File: src/rtl/rx_autobaud.sv
// Receive-line front end: synchronises and deglitches rx, and measures the
// bit period of a 0x55 sync character to publish a run-time baud divisor.
module rx_autobaud #(
  parameter int DIV_WIDTH   = 16,
  parameter int DEFAULT_DIV = 271,
  parameter int MIN_DIV     = 16,
  parameter int FILTER_LEN  = 3
) (
  input  logic                 clk,
  input  logic                 rst,
  input  logic                 rx_in,
  input  logic                 relearn,
  output logic                 rx_out,
  output logic [DIV_WIDTH-1:0] div_out,
  output logic                 div_valid,
  output logic                 sync_err
);

  localparam int CW = DIV_WIDTH + 3;

  typedef enum logic [1:0] {IDLE, MEASURE, LOCKED} state_t;

  logic       sync1_reg, sync2_reg;
  logic [2:0] run_reg;
  logic       rx_reg, rx_prev_reg;
  logic       fall, edge_seen;

  state_t               state_reg, state_next;
  logic [CW-1:0]        cnt_reg, cnt_next;
  logic [CW-1:0]        last_reg, last_next;
  logic [CW-1:0]        ref_reg, ref_next;
  logic [3:0]           edges_reg, edges_next;
  logic [DIV_WIDTH-1:0] cand_reg, cand_next;
  logic [DIV_WIDTH-1:0] div_reg, div_next;
  logic                 valid_reg, valid_next;
  logic                 err_reg, err_next;

  logic [CW-1:0] iv, diff, tol;
  logic [CW:0]   cnt_round;
  logic [3:0]    edges_inc;

  // The filter only moves rx_reg after FILTER_LEN consecutive disagreeing samples.
  always_ff @(posedge clk) begin
    if (rst) begin
      sync1_reg   <= 1'b1;
      sync2_reg   <= 1'b1;
      run_reg     <= '0;
      rx_reg      <= 1'b1;
      rx_prev_reg <= 1'b1;
    end else begin
      sync1_reg   <= rx_in;
      sync2_reg   <= sync1_reg;
      rx_prev_reg <= rx_reg;
      if (sync2_reg == rx_reg) begin
        run_reg <= '0;
      end else if (run_reg == 3'(FILTER_LEN - 1)) begin
        run_reg <= '0;
        rx_reg  <= ~rx_reg;
      end else begin
        run_reg <= run_reg + 3'd1;
      end
    end
  end

  assign fall      = rx_prev_reg & ~rx_reg;
  assign edge_seen = rx_prev_reg ^ rx_reg;

  always_ff @(posedge clk) begin
    if (rst) begin
      state_reg <= IDLE;
      cnt_reg   <= '0;
      last_reg  <= '0;
      ref_reg   <= '0;
      edges_reg <= '0;
      cand_reg  <= '0;
      div_reg   <= DIV_WIDTH'(DEFAULT_DIV);
      valid_reg <= 1'b0;
      err_reg   <= 1'b0;
    end else begin
      state_reg <= state_next;
      cnt_reg   <= cnt_next;
      last_reg  <= last_next;
      ref_reg   <= ref_next;
      edges_reg <= edges_next;
      cand_reg  <= cand_next;
      div_reg   <= div_next;
      valid_reg <= valid_next;
      err_reg   <= err_next;
    end
  end

  always_comb begin
    state_next = state_reg;
    cnt_next   = cnt_reg;
    last_next  = last_reg;
    ref_next   = ref_reg;
    edges_next = edges_reg;
    cand_next  = cand_reg;
    div_next   = div_reg;
    valid_next = valid_reg;
    err_next   = 1'b0;

    iv        = cnt_reg - last_reg;
    diff      = (iv >= ref_reg) ? (iv - ref_reg) : (ref_reg - iv);
    tol       = ref_reg >> 2;
    edges_inc = edges_reg + 4'd1;
    // Eight bit times rounded to the nearest whole divisor.
    cnt_round = {1'b0, cnt_reg} + (CW + 1)'(4);

    case (state_reg)
      IDLE: begin
        if (fall) begin
          state_next = MEASURE;
          cnt_next   = '0;
          last_next  = '0;
          edges_next = '0;
        end
      end
      MEASURE: begin
        // Saturation wins over a coincident edge so a stuck line always aborts.
        if (cnt_reg == '1) begin
          err_next   = 1'b1;
          state_next = IDLE;
        end else begin
          cnt_next = cnt_reg + CW'(1);
          if (edge_seen) begin
            last_next  = cnt_reg;
            edges_next = edges_inc;
            if (edges_inc == 4'd1) begin
              ref_next = iv;
            end else if (diff > tol) begin
              err_next   = 1'b1;
              state_next = IDLE;
            end else if (edges_inc == 4'd8) begin
              cand_next = cnt_round[DIV_WIDTH+2:3];
            end else if (edges_inc == 4'd9) begin
              if (cand_reg >= DIV_WIDTH'(MIN_DIV)) begin
                div_next   = cand_reg;
                valid_next = 1'b1;
                state_next = LOCKED;
              end else begin
                err_next   = 1'b1;
                state_next = IDLE;
              end
            end
          end
        end
      end
      LOCKED: begin
        if (relearn) state_next = IDLE;
      end
      default: state_next = IDLE;
    endcase
  end

  assign rx_out    = rx_reg;
  assign div_out   = div_reg;
  assign div_valid = valid_reg;
  assign sync_err  = err_reg;

endmodule

File: config.mk
export PLATFORM = sky130hd
export DESIGN_NAME = rx_autobaud
export DESIGN_NICKNAME = d
export VERILOG_FILES = /design/src/rtl/rx_autobaud.sv
export SDC_FILE = /design/constraint.sdc
export NUM_CORES = 1
export LEC_CHECK = 0
export BUFFER_PORTS_ARGS = -buffer_cell sky130_fd_sc_hd__buf_2
export CAP_MARGIN = 20
export CORE_ASPECT_RATIO = 0.8
export CORE_MARGIN = 2
export CORE_UTILIZATION = 65
export CTS_CLUSTER_DIAMETER = 120
export DETAILED_ROUTE_END_ITERATION = 16
export HOLD_SLACK_MARGIN = 0.02
export PLACE_DENSITY = 0.87
export SYNTH_ARGS = -nofsm -noshare
export SYNTH_HDL_FRONTEND = slang
export SYNTH_SLANG_ARGS = --single-unit
File: constraint.sdc
create_clock -name clk -period 14.45 [get_ports clk]
set_input_delay 1.445 -clock clk [delete_from_list [all_inputs] [get_ports clk]]
set_output_delay 1.445 -clock clk [all_outputs]
set_load 0.005 [all_outputs]
==> flow_summary.yaml, run 1 <==
timing:
  fmax_mhz: 109
  worstMarginPinSlew_ns: 1.02
  hold_ws_ns: 0.418
  fin_ws_ns: 5.26
  maxSlewHeadroom_pct: 31.9
  maxSlewViolCount: 0
  fin_crit_ns: 9.19
  setup_viol: 0
  finalSetupTns_ns: 0
  grt_setup_unrepaired: "false"
  fin_crit_sh_pct: 63.6
  skew_ns: 0.00658
  hold_violations: 0
cts:
  cts-resized-gates: 0
  cts_tree: "yes"
  root_buffer: "clkbuf_16"
  clk_pin_slew_ns: 0.07
  cts_buffers: 9
  cts.sinks: 104
  worstSkewPairLatency_ns: 0.35
  cts_setup_buffers: 0
  holdBufCountCts: 0
  clockBufferDepth: 2
  cts_max_level: 3
job:
  cap_violations: 0
final_layout:
  drive_gt1_share_pct: 6.30
  nets: 1019
  syn_to_final_growth_pct: 5.86
  layout.cells.non_filler: 1085
  n_antenna_cell: 0
  postLayoutCoreUtil_pct: 69.9
  final_area_um2: 7950
synth:
  synth_top_area_cell: "dfxtp_1"
  yosys_warnings: 0
  avgSynthCellArea_um2: 7.93
  synth_fa_ha_area_share_pct: 14.1
  yosysSeqAreaShare_pct: 27.7
  syn_nets: 1035
  synth-async-reset-ratio_pct: 0
  netlist_area_um2: 7510
  synth_top_family_by_area: "compound AO/OA/AOI/OAI gates"
  synth-simple-area-share_pct: 19.3
  synth_common_cells: "104 x dfxtp_1, 95 x a21oi_1, 80 x ha_1"
  synth-xor-area-share_pct: 7.46
  synth_top_flop_cell: "dfxtp_1"
  syn_inst: 948
  synth_seq_cells: 104
  synth_compound_area_share_pct: 23.2
  yosysTopAreaCellShare_pct: 27.7
  synthMuxAreaShare_pct: 1.60
  synth.most_common_cell: "dfxtp_1"
  synth-edff-count: 0
  ys_types: 70
  synth_area_leaders: "dfxtp_1 28%, ha_1 13%, a21oi_1 6.3%"
die:
  initial_utilization_pct: 66.0
  row_count: 35
  die_w_um: 124
  dieArea_um2: 12400
  die_h_um: 100
  pin_count: 23
  core_um2: 11400
hold_path:
  hp-class: "register to register"
  hold_start: "sync1_reg"
  whs_endpoint: "sync2_reg"
  whs_path_depth: 1
worst_setup_path:
  required_ns: 14.69
  max_stage_delay_ns: 0.71
  worstSetupEndpointType: "register"
  cp_common_cell: "a21oi_1"
  r2r-end: "cand_reg[7]"
  critPathKind: "register to register"
  critPathArrivalTime_ns: 9.43
  r2r_start: "cnt_reg[7]"
  ff2ff_path_depth: 32
  start_kind: "register"
  slowest_stage: "a2111oi_0"
  r2r_slack_ns: 5.26
  path_max_fanout: 49
power_and_ir_drop:
  p_comb_share_pct: 1.6
  switching_share_pct: 20.7
  switchingPower_mw: 0.115
  clkPwrFrac_pct: 46.9
  internal_power_mw: 0.442
  p_leak_nw: 3.13
  totalPowerFinal_mw: 0.557
  p_per_area_nw_per_um2: 70.0
  peakVddDrop_uv: 57.5
  sequentialPowerShare_pct: 51.6
detailed_routing:
  routed-via-count: 6775
  drt-total-wl_um: 18000
  antenna_left: 0
  drtIter0Drc: 809
  drc: 0
  detailedRoute.firstPassIterationCount: 5
  routedWlPerCell_um: 16.6
  via_per_inst: 6.24
global_route:
  grt_first_pass_wirelength_um: 29900
  grt_usage_pct: 28.8
  first_global_vias: 6019
  grt.overflow.total: 0
  antenna_found_initial: 0
  grt_max_degree: 92
place:
  dp_cells: 1068
  io_buffers: 22
  pre_cts_slack_ns: 5.46
  dpl_cell_area_um2: 7620
  hpwl_um: 13100
  gp_congestion: 0.939
status:
  outcome: "finished, final reports clean"
## power by group through the flow
stage / logic [mW] / clock network (mW) / registers [mW]
5_1_grt: 0.00948 / 0.274 / 0.287
4_1_cts: 0.00858 / 0.264 / 0.287
2_1_floorplan: 0.00673 / 0 / 0.294
6_report: 0.00870 / 0.261 / 0.287
3_5_place_dp: 0.00858 / 0 / 0.294
3_3_place_gp: 0.00845 / 0 / 0.294
## layout by cell type (no fill, tap or decap), types with 21 or more instances in the layout
| cell type | instances |
|---|---|
| o21ai_0 | 27 |
| ha_1 | 80 |
| nand3_1 | 23 |
| a21oi_1 | 95 |
| inv_1 | 71 |
| nor2_1 | 73 |
| a22oi_1 | 21 |
| buf_2 | 22 |
| nand2_1 | 77 |
| xor2_1 | 24 |
| dfxtp_1 | 104 |
| xnor2_1 | 40 |
## how the worst max path moves through the flow
stage,slack [ns],startpoint,endpoint,cells past startpoint
after global routing,4.24,cnt_reg[7],cand_reg[11],32
after detailed placement,5.46,cnt_reg[7],cand_reg[12],32
final,5.26,cnt_reg[7],cand_reg[7],32
after global placement,5.89,cnt_reg[7],cand_reg[6],32
after floorplan,7.03,cnt_reg[7],div_out[10],31
after CTS,5.40,cnt_reg[7],cand_reg[7],32
## final cells by class
class / instances / area [µm²]
multi-input combinational: 719 / 4950
inverter: 71 / 267
timing repair buffer: 27 / 151
sequential: 104 / 2080
tap: 148 / 185
clock inverter: 6 / 92.6
clock buffer: 10 / 229
fill: 925 / 3430
## routing by layer
metal | up-vias | routed length (µm) | GRT usage (%)
met3 | 30 | 1400 | 4.37
met4 | 0 | 248 | 6.14
met1 | 3119 | 8680 | 43.7
met5 | - | 0 | 0
li1 | 3350 | - | -
met2 | 276 | 7670 | 43.3
## critical path, delay by kind of cell, from the launching register on
family	cells	cell delay (ns)
simple gates	5	1.17
fa+ha+maj	3	1.07
xor+xnor	2	0.41
compound gates	18	5.03
flops	1	0.45
mux	2	0.44
buf+inv	2	0.50
## cells by family after synthesis
family                   Yosys count
buffers and inverters            125
multiplexers                      11
AND/OR/NAND/NOR                  292
flip-flops                       104
AO/OA/AOI/OAI                    269
XOR/XNOR                          64
adder cells (fa/ha/maj)           83
Note: power is estimated with default switching activity, not from simulation.
==> inputs of run 2 (changes only) <==
--- a/config.mk
+++ b/config.mk
@@ -5,15 +5,16 @@
 export SDC_FILE = /design/constraint.sdc
 export NUM_CORES = 1
 export LEC_CHECK = 0
+export ABC_AREA = 1
 export BUFFER_PORTS_ARGS = -buffer_cell sky130_fd_sc_hd__buf_2
 export CAP_MARGIN = 20
 export CORE_ASPECT_RATIO = 0.8
 export CORE_MARGIN = 2
-export CORE_UTILIZATION = 65
+export CORE_UTILIZATION = 64
 export CTS_CLUSTER_DIAMETER = 120
 export DETAILED_ROUTE_END_ITERATION = 16
 export HOLD_SLACK_MARGIN = 0.02
-export PLACE_DENSITY = 0.87
+export PLACE_DENSITY = 0.86
 export SYNTH_ARGS = -nofsm -noshare
 export SYNTH_HDL_FRONTEND = slang
 export SYNTH_SLANG_ARGS = --single-unit
==> constraint.sdc (replaced) <==
create_clock -name clk -period 8.57 [get_ports clk]
set_input_delay 0.857 -clock clk [delete_from_list [all_inputs] [get_ports clk]]
set_output_delay 0.857 -clock clk [all_outputs]
set_load 0.005 [all_outputs]
==> run 2 against run 1 <==
Net effect:
- die area grew 7.1%
- setup slack worse by 3.3 ns
- clock power is 57% higher
- final cell count increased by 26%
- critical path type unchanged
- largest cell class unchanged
==> flow_summary.yaml, run 2 <==
final_layout:
  postLayoutCoreUtil_pct: 69.1
  syn_to_final_growth_pct: 5.78
  nets: 1302
  n_antenna_cell: 0
  final_common_cell: "nand2_1"
  mostFrequentLayoutCells: "307 x nand2_1, 171 x inv_1, 130 x nor2_1"
  drive_gt1_share_pct: 7.30
worst_setup_path:
  ff2ff_path_depth: 31
  r2r-end: "cand_reg[1]"
  critPathKind: "register to register"
  required_ns: 8.83
  r2r_start: "cnt_reg[8]"
  start_kind: "register"
  max_stage_delay_ns: 0.51
  path_buf_inv: 3
  r2r_slack_ns: 1.92
  worstSetupEndpointType: "register"
  crit_start: "cnt_reg[8]"
  cp_common_cell: "nand2_1"
  critPathCapture: "cand_reg[1]"
  critPathArrivalTime_ns: 6.91
  slowest_stage: "nor2_4"
  path_delay_family: "simple AND/OR/NAND/NOR gates"
  crit_cells: 31
  path_max_fanout: 32
global_route:
  grt_max_degree: 48
  grt_usage_pct: 29.7
  grt.overflow.total: 0
  first_global_vias: 6699
  antenna_found_initial: 0
  grt_first_pass_wirelength_um: 32200
cts:
  clk_pin_slew_ns: 0.07
  cts-resized-gates: 0
  clockBufferDepth: 2
  root_buffer: "clkbuf_16"
  cts_max_level: 3
  holdBufCountCts: 0
  cts_buffers: 9
  cts.sinks: 104
  worstSkewPairLatency_ns: 0.36
  cts_setup_buffers: 0
  cts_tree: "yes"
detailed_routing:
  routedWlPerCell_um: 14.2
  wl_met3_um: 1780
  routed-via-count: 7602
  via_per_inst: 5.54
  drc: 0
  drt-total-wl_um: 19500
  drtIter0Drc: 805
  dr.max_layer_used: "met4"
  wl_met2_um: 7890
  wl_met1_um: 9580
  detailedRoute.firstPassIterationCount: 6
  antenna_left: 0
synth:
  yosysSeqAreaShare_pct: 26.2
  synth-async-reset-ratio_pct: 0
  avgSynthCellArea_um2: 6.59
  yosys_warnings: 0
  synth_common_cells: "307 x nand2_1, 171 x inv_1, 130 x nor2_1"
  synth.most_common_cell: "nand2_1"
  ys_types: 48
  synth_area_leaders: "dfxtp_1 26%, nand2_1 15%, ha_1 13%"
  synth_top_area_cell: "dfxtp_1"
  syn_inst: 1205
  synth_seq_cells: 104
  netlist_area_um2: 7950
  syn_nets: 1292
  synth-edff-count: 0
  synth_top_flop_cell: "dfxtp_1"
  yosysTopAreaCellShare_pct: 26.2
timing:
  setup_viol: 0
  hold_violations: 0
  hold_ws_ns: 0.416
  worstMarginPinSlew_ns: 1.01
  skew_ns: 0.0109
  fin_crit_ns: 6.65
  grt_setup_unrepaired: "false"
  fin_crit_sh_pct: 77.6
  maxSlewHeadroom_pct: 32.8
  finalSetupTns_ns: 0
  fmax_mhz: 150
  maxSlewViolCount: 0
die:
  dieArea_um2: 13300
  initial_utilization_pct: 65.3
  die_h_um: 104
  die_w_um: 129
  pin_count: 23
  row_count: 36
  core_um2: 12200
place:
  hpwl_um: 15100
  gp_congestion: 0.990
  io_buffers: 22
power_and_ir_drop:
  peakVddDrop_uv: 103
  p_leak_nw: 4.24
  p_per_area_nw_per_um2: 125
status:
  outcome: "finished, final reports clean"
job:
  cap_violations: 0
hold_path:
  hp-class: "register to register"
  hold_start: "sync1_reg"
[run 2: metrics by stage]
stage	std cells	setup WS, ns	area (µm²)	total power, mW
finish	1372	1.92	8400	1.05
global placement	1356	2.31	8110	0.643
global route	1372	1.43	8400	1.09
detailed placement	1356	2.20	8110	0.647
floorplan	1205	3.50	7950	0.615
CTS	1372	2.14	8400	1.05
[run 2: how the worst min path moves through the flow]
stage,end,cells past startpoint,slack (ns)
floorplan,sync2_reg,1,0.39
global placement,sync2_reg,1,0.40
detailed placement,sync2_reg,1,0.40
CTS,sync2_reg,1,0.42
global route,sync2_reg,1,0.45
finish,sync2_reg,1,0.42
[run 2: cells by family after synthesis]
family | count (synthesis) | share of synthesized area (%)
fa+ha+maj | 83 | 13.4
buf+inv | 206 | 10.4
mux | 3 | 0.378
xor+xnor | 52 | 5.73
compound gates | 200 | 13.7
flops | 104 | 26.2
simple gates | 557 | 30.2
[run 2: report_power, final]
group	switching, mW	internal [mW]
sequential	0.00280	0.485
combinational	0.104	0.0480
clock	0.201	0.209
[run 2: per-layer routing]
metal / vias up / GRT usage (%)
li1: 3845 / -
met1: 3425 / 45.1
met2: 311 / 41.8
met3: 21 / 7.70
met4: 0 / 6.91
met5: - / 0
[run 2: cell type report]
type | instances | area, µm²
multi-input combinational | 895 | 5040
fill | 1031 | 3760
inverter | 181 | 679
clock buffer | 10 | 239
timing repair buffer | 24 | 125
clock inverter | 6 | 51.3
tap | 152 | 190
sequential | 104 | 2080
==> inputs of run 3 (changes only) <==
==> constraint.sdc (replaced) <==
create_clock -name clk -period 6.3 [get_ports clk]
set_input_delay 0.63 -clock clk [delete_from_list [all_inputs] [get_ports clk]]
set_output_delay 0.63 -clock clk [all_outputs]
set_load 0.005 [all_outputs]
==> run 3 against run 2 <==
Net effect:
- clock power grew 30%
- sequential share of layout area decreased by 0.33 points
- critical path depth rose by 5
- utilization increased by 0.98 points
- first-iteration DRC count up 5.7%
- total power rose by 34%
- setup slack worse by 1.5 ns
- maximum frequency increased by 14%
- hold slack worse by 0.0037 ns
- clock skew decreased by 0.00069 ns
- count of clock-buffer cells in the layout down 1
- final cell count increased by 0.73%
==> flow_summary.yaml, run 3 (synthesis gave the netlist of run 2 again) <==
timing:
  hold_violations: 0
  fin_crit_ns: 5.84
  skew_ns: 0.0102
  maxSlewViolCount: 0
  grt_setup_unrepaired: "false"
  fmax_mhz: 171
  fin_crit_sh_pct: 92.7
  setup_viol: 0
  maxSlewHeadroom_pct: 30.2
  finalSetupTns_ns: 0
  worstMarginPinSlew_ns: 1.05
global_route:
  first_global_vias: 6448
  grt_max_degree: 36
  grt.overflow.total: 0
  antenna_found_initial: 0
  grt_first_pass_wirelength_um: 31200
  grt_usage_pct: 28.6
hold_path:
  hp-class: "register to register"
  whs_path_depth: 1
  whs_endpoint: "sync2_reg"
  hold_start: "sync1_reg"
worst_setup_path:
  cp_common_cell: "nand2_1"
  r2r_start: "cnt_reg[4]"
  max_stage_delay_ns: 0.50
  start_kind: "register"
  required_ns: 6.55
  crit_start: "cnt_reg[4]"
  critPathArrivalTime_ns: 6.09
  worstSetupEndpointType: "register"
  r2r-end: "cand_reg[12]"
  r2r_slack_ns: 0.46
  slowest_stage: "dfxtp_1"
  path_max_fanout: 32
  critPathKind: "register to register"
  ff2ff_path_depth: 36
job:
  cap_violations: 0
detailed_routing:
  via_per_inst: 5.51
  drtIter0Drc: 851
  drt-total-wl_um: 19400
  detailedRoute.firstPassIterationCount: 5
  routed-via-count: 7612
  antenna_left: 0
  drc: 0
  routedWlPerCell_um: 14.0
place:
  hpwl_um: 15400
  io_buffers: 22
  gp_congestion: 0.983
final_layout:
  final_common_cell: "nand2_1"
  postLayoutCoreUtil_pct: 70.1
  nets: 1313
  mostFrequentLayoutCells: "307 x nand2_1, 171 x inv_1, 130 x nor2_1"
  n_antenna_cell: 0
  drive_gt1_share_pct: 8.46
  syn_to_final_growth_pct: 7.28
die:
  die_w_um: 129
  core_um2: 12200
  initial_utilization_pct: 65.3
  dieArea_um2: 13300
  pin_count: 23
  row_count: 36
  die_h_um: 104
power_and_ir_drop:
  peakVddDrop_uv: 178
  p_per_area_nw_per_um2: 166
  p_leak_nw: 4.32
cts:
  clk_pin_slew_ns: 0.07
  root_buffer: "clkbuf_16"
  worstSkewPairLatency_ns: 0.35
  cts_max_level: 3
  clockBufferDepth: 2
  cts_tree: "yes"
  cts_buffers: 9
  cts.sinks: 104
status:
  outcome: "finished, final reports clean"
[run 3: cell types whose count changed in the layout (fill, tap and decap cells not counted), moves of 2 or more]
cell     before  now
buf_4         2   11
buf_12        0    2
a21oi_1     119  117
a21oi_2       0    2
o21ai_0      48   46
[run 3: final cells by class]
type	instances	area, µm²
sequential	104	2080
clock buffer	9	225
inverter	181	679
tap	152	190
timing repair buffer	35	233
fill	1025	3640
multi-input combinational	895	5060
clock inverter	6	53.8
[run 3: critical path, delay by kind of cell, from the launching register on]
kind,cells,cell delay [ns]
flip-flops,1,0.50
AND/OR/NAND/NOR,22,2.56
AO/OA/AOI/OAI,7,1.11
buffers and inverters,3,0.41
XOR/XNOR,1,0.18
adder cells (fa/ha/maj),3,0.99
[run 3: through the flow]
stage / cells / hold WS, ns / instance area [µm²] / worst slack, ns / power (mW)
floorplan: 1205 / 0.389 / 7950 / 1.23 / 0.836
global placement: 1367 / 0.393 / 8220 / 0.520 / 0.881
detailed placement: 1367 / 0.395 / 8220 / 0.375 / 0.885
CTS: 1382 / 0.413 / 8500 / 0.313 / 1.41
global route: 1382 / 0.436 / 8520 / 0.0113 / 1.47
finish: 1382 / 0.413 / 8520 / 0.460 / 1.41
[run 3: timing repair]
action	CTS	global route
setup buffers	0	0
setup endpoints to repair	0	36
hold buffers	0	0
resized for setup	0	9
[run 3: layer usage]
metal / wire, µm / GRT usage, %
met1: 9580 / 45.2
met2: 7910 / 40.0
met3: 1730 / 6.15
met4: 147 / 4.35
met5: 0 / 0
[run 3: how the worst max path moves through the flow]
stage / to
final: cand_reg[12]
after global routing: cand_reg[10]
after detailed placement: cand_reg[1]
after global placement: cand_reg[1]
after CTS: cand_reg[12]
after floorplan: cand_reg[8]
[run 3: power by group]
group	total, mW	leakage, nW	switching, mW	internal (mW)
combinational	0.215	3.35	0.147	0.0671
clock	0.532	0.128	0.260	0.272
sequential	0.664	0.839	0.00408	0.660
total	1.41	4.32	0.412	1.00
